`src/rtl/fully_connected_mac.sv`:
```
// rtl/fully_connected_mac.sv - sequential multi-neuron fully-connected MAC stage (optional FC_SATURATE_EN: saturating accumulators)
module fully_connected_mac #(
    parameter int FLATTENED_LENGTH          = 50,
    parameter int NUM_OUTPUTS               = 4,
    parameter int CONVOLUTION_DATA_WIDTH    = 8,
    parameter int FULLYCONNECTED_DATA_WIDTH = 8,
    parameter int OUTPUT_DATA_WIDTH         = 32,
    localparam int IDX_W = $clog2(FLATTENED_LENGTH + 1)
) (
    input  logic                                           clk,
    input  logic                                           reset,
    input  logic                                           fullyconnect_start,
    input  logic                                           in_valid,
    input  logic [CONVOLUTION_DATA_WIDTH-1:0]              in_data,
    output logic                                           in_ready,
    input  logic [NUM_OUTPUTS*FULLYCONNECTED_DATA_WIDTH-1:0] fullyconnected_weights,
    output logic [IDX_W-1:0]                               weight_index,
    output logic                                           out_valid,
    input  logic                                           out_ready,
    output logic [NUM_OUTPUTS*OUTPUT_DATA_WIDTH-1:0]       fullyconnected_output,
    output logic                                           busy
);

    localparam int CW = CONVOLUTION_DATA_WIDTH;
    localparam int FW = FULLYCONNECTED_DATA_WIDTH;
    localparam int OW = OUTPUT_DATA_WIDTH;
    localparam int PW = CW + FW;
    localparam logic [IDX_W-1:0] LAST_INDEX = IDX_W'(FLATTENED_LENGTH - 1);

    typedef enum logic [1:0] {
        IDLE  = 2'd0,
        ACCUM = 2'd1,
        DONE  = 2'd2
    } state_t;

    state_t state;
    state_t state_next;

    logic start_accepted;
    logic beat;
    logic last_beat;

    // Start is only honoured in IDLE; beats only count while accumulating.
    assign start_accepted = (state == IDLE) && fullyconnect_start;
    assign beat           = (state == ACCUM) && in_valid;
    assign last_beat      = beat && (weight_index == LAST_INDEX);

    // State register
    always_ff @(posedge clk or posedge reset) begin
        if (reset) begin
            state <= IDLE;
        end else begin
            state <= state_next;
        end
    end

    // Next-state decode
    always_comb begin
        state_next = state;
        case (state)
            IDLE:    if (fullyconnect_start) state_next = ACCUM;
            ACCUM:   if (last_beat)          state_next = DONE;
            DONE:    if (out_ready)          state_next = IDLE;
            default:                         state_next = IDLE;
        endcase
    end

    // Handshake outputs decoded purely from the registered state
    always_comb begin
        in_ready  = 1'b0;
        out_valid = 1'b0;
        busy      = 1'b0;
        case (state)
            ACCUM: begin
                in_ready = 1'b1;
                busy     = 1'b1;
            end
            DONE: begin
                out_valid = 1'b1;
                busy      = 1'b1;
            end
            default: ;
        endcase
    end

    // Element index: addresses the external weight store, wraps after the last beat
    always_ff @(posedge clk or posedge reset) begin
        if (reset) begin
            weight_index <= '0;
        end else if (start_accepted || last_beat) begin
            weight_index <= '0;
        end else if (beat) begin
            weight_index <= weight_index + IDX_W'(1);
        end
    end

    for (genvar n = 0; n < NUM_OUTPUTS; n++) begin : g_neuron
        logic [PW-1:0] product;
        logic [OW-1:0] product_ext;
        logic [OW-1:0] acc_sum;
        logic [OW-1:0] acc;

        assign product     = PW'(in_data) * PW'(fullyconnected_weights[n*FW +: FW]);
        assign product_ext = OW'(product);

`ifdef FC_SATURATE_EN
        logic [OW:0] wide_sum;

        // Carry out of the accumulator width pins the sum at full scale; a pinned
        // accumulator stays pinned because every later addend is non-negative.
        assign wide_sum = {1'b0, acc} + {1'b0, product_ext};
        assign acc_sum  = wide_sum[OW] ? {OW{1'b1}} : wide_sum[OW-1:0];
`else
        assign acc_sum = acc + product_ext;
`endif

        // Accumulator: cleared on start, updated per accepted beat, held otherwise
        always_ff @(posedge clk or posedge reset) begin
            if (reset) begin
                acc <= '0;
            end else if (start_accepted) begin
                acc <= '0;
            end else if (beat) begin
                acc <= acc_sum;
            end
        end

        assign fullyconnected_output[n*OW +: OW] = acc;
    end

endmodule

```
`config.mk`:
```
export PLATFORM = sky130hd
export DESIGN_NAME = fully_connected_mac
export DESIGN_NICKNAME = d
export VERILOG_FILES = /design/src/rtl/fully_connected_mac.sv
export SDC_FILE = /design/constraint.sdc
export NUM_CORES = 1
export LEC_CHECK = 0
export ABC_CLOCK_PERIOD_IN_PS = 9480
export CAP_MARGIN = 25
export CORE_ASPECT_RATIO = 1.2
export CORE_MARGIN = 1.5
export CORE_UTILIZATION = 53
export DETAILED_ROUTE_END_ITERATION = 6
export GPL_ROUTABILITY_DRIVEN = 0
export PLACE_DENSITY = 0.74
export REMOVE_ABC_BUFFERS = 1
export SETUP_SLACK_MARGIN = 0.3
export SLEW_MARGIN = 0
export SYNTH_ARGS = -nofsm -noshare
export SYNTH_HDL_FRONTEND = slang
export SYNTH_SLANG_ARGS = --single-unit
```
`constraint.sdc`:
```
create_clock -name clk -period 9.48 [get_ports clk]
set_clock_uncertainty 0.15 [all_clocks]
set_input_delay 1.896 -clock clk [delete_from_list [all_inputs] [get_ports clk]]
set_output_delay 1.896 -clock clk [all_outputs]
set_load 0.05 [all_outputs]
```
==> flow_summary.ini <==
[synth]
synthesis.area_um2 = 16900
synth_edf_count = 0
synthDistinctLibCells = 69
ys_warn_count = 0
synth_top_cell_by_area = fa_1
synthFlopType = dfrtp_1
yosys-top-cells-area = fa_1 (24%), dfrtp_1 (20%), ha_1 (13%)
async_reset_ff_frac = 1.00
ys_ff_latch = 136
synthDominantCellAreaShare = 0.237
avgSynthCellArea_um2 = 8.49
synthTopCellsByCount = inv_1 (406), nand2_1 (276), fa_1 (200)
synthCells = 1993
ys_seq_area_frac = 0.201
yosysMostFrequentCell = inv_1

[route]
detail-route-antenna-nets = 0
wl_per_cell_um = 16.1
drc = 0
first_pass_iters = 4
wl_um = 41000
dr.first_iter.drc_count = 789
num_vias = 14000
vias_per_cell = 5.49

[floorplan]
fp.dieH_um = 199
fp.coreArea_um2 = 31400
rows = 71
die_area_um2 = 33000
die_w_um = 166
initial_core_util = 0.540
io_pins = 182

[sta]
fmax_mhz = 132
relSlewSlack = 0.318
tightest_slew_ns = 1.02
setup_viol = 0
timing.setup.tns_ns = 0
finalHoldViolations = 0
finalCritPeriodShare = 0.796
rsz0062_at_grt = no
holdWs_ns = 0.377
slew_viol_final = 0
finalWorstPathRequiredPeriod_ns = 7.55

[cts]
clock-sinks = 136
post_cts_buffers = 0
numCtsBuffers = 17
cts_resized = 0
h-tree-depth = 4
root_buffer = clkbuf_16
cts_tree = built
cts_hold_buffers = 0
cts.clk_slew.worst_paths_ns = 0.06
clkLatencyLatePin_ns = 0.44
cts_buffer_depth = 2

[pwr]
p_leak_nw = 9.89
pwr_density_cell_nw_per_um2 = 285
peakVddDrop_mv = 0.209

[grt]
antenna_found_initial = 0
overflow = 0
grt_pass1_wl_um = 70300
grt_pass1_vias = 14400
grt_max_degree = 73
grt.total_usage = 0.264

[finish]
fin_nets = 2550
antennaDiodeCount = 0
drive_gt1_frac = 0.0307
area_delta_synth_final_pct = 16.3
stdcell_count = 2549

[worst_setup_path]
cp-start-kind = input port
cp.required_ns = 9.69
crit_arrival_ns = 7.76
rr_worst_depth = 15
critPathKind = input port to register
cp_max_fo = 17
critPathCaptureType = register

[placement]
post-dp-hpwl_um = 30300
place_inst = 2516
io_buffers = 181

[flow_run]
drv_cap = 0

[outcome]
status = completed

[hold_path]
holdPathStages = 1
hp-class = register to register
-- worst paths after layout --
| path | startpoint | endpoint | slack [ns] |
|---|---|---|---|
| setup / recovery | in_data[5] | g_neuron[3].acc[24] | 1.93 |
| hold / removal | state[1] | state[1] | 0.38 |
| setup reg to reg | g_neuron[3].acc[6] | g_neuron[3].acc[24] | 4.32 |
| hold reg to reg | state[1] | state[1] | 0.38 |
| max in group asynchronous | reset | g_neuron[0].acc[8] | 6.40 |
| min in group asynchronous | reset | g_neuron[1].acc[25] | 1.79 |
-- metrics by stage --
step                worst slack (ns)  utilization  cell area (um^2)  total power [W]
floorplan                       2.98            -             16600          0.00391
finish                          1.93        0.628             19700          0.00562
global placement                1.69        0.608             19100          0.00480
CTS                             1.96        0.627             19700          0.00564
global route                    1.61        0.628             19700          0.00624
detailed placement              1.49        0.608             19100          0.00491
-- state kept, by name, summed over array words and instances (netlist names) --
name	flops
g_neuron.acc	128
state	2
weight_index	6
-- critical path, stage by stage --
cell and delay (ns):
clkdlybuf4s50_1 1.02, nand2_1 0.17, fa_1 0.57, inv_1 0.05, fa_1 0.47, fa_1 0.55, inv_1 0.06, fa_1 0.53
inv_1 0.04, ha_1 0.36, a2111o_1 0.46, o21ai_2 0.31, o31ai_4 0.13, a31oi_1 0.76, o21ai_0 0.22, a21oi_1 0.16
-- kinds of logic (layout without fill, tap and decap cells) --
group | Yosys count | count (layout) | share of synthesized area
flip-flops | 136 | 136 | 0.201
adder cells (fa/ha/maj) | 370 | 370 | 0.362
buffers and inverters | 479 | 634 | 0.107
AO/OA/AOI/OAI | 304 | 304 | 0.114
XOR/XNOR | 64 | 64 | 0.0331
AND/OR/NAND/NOR | 640 | 640 | 0.182
-- layout by cell type (no fill, tap or decap), drive strengths merged, types with 19 or more instances in the layout --
cell / count
a21o: 24
nor2: 91
fa: 200
o21ai: 58
clkbuf: 20
a21oi: 119
nand2: 276
nor3: 19
and2: 144
clkdlybuf4s50: 181
ha: 170
dfrtp: 136
inv: 410
xor2: 28
a211oi: 21
xnor2: 36
nand3: 27
-- area by class of cell --
cell class	instances	area [um^2]
inverter	406	1530
fill	2682	11700
tap	401	502
sequential	136	3400
timing repair buffer	196	1940
clock inverter	12	143
multi-input combinational	1378	11700
clock buffer	20	447
-- layer usage --
metal / part of all wire / vias up / track usage
li1: - / 6581 / -
met1: 0.43 / 7006 / 0.341
met2: 0.50 / 354 / 0.460
met3: 0.052 / 41 / 0.0428
met4: 0.016 / 0 / 0.0724
met5: 0 / - / 0
-- where the power goes --
| group | switching [W] | internal [W] |
|---|---|---|
| sequential | 0.000108 | 0.000697 |
| combinational | 0.00254 | 0.00158 |
| clock | 0.000293 | 0.000398 |
No activity file was read; power rests on OpenSTA's default activity.
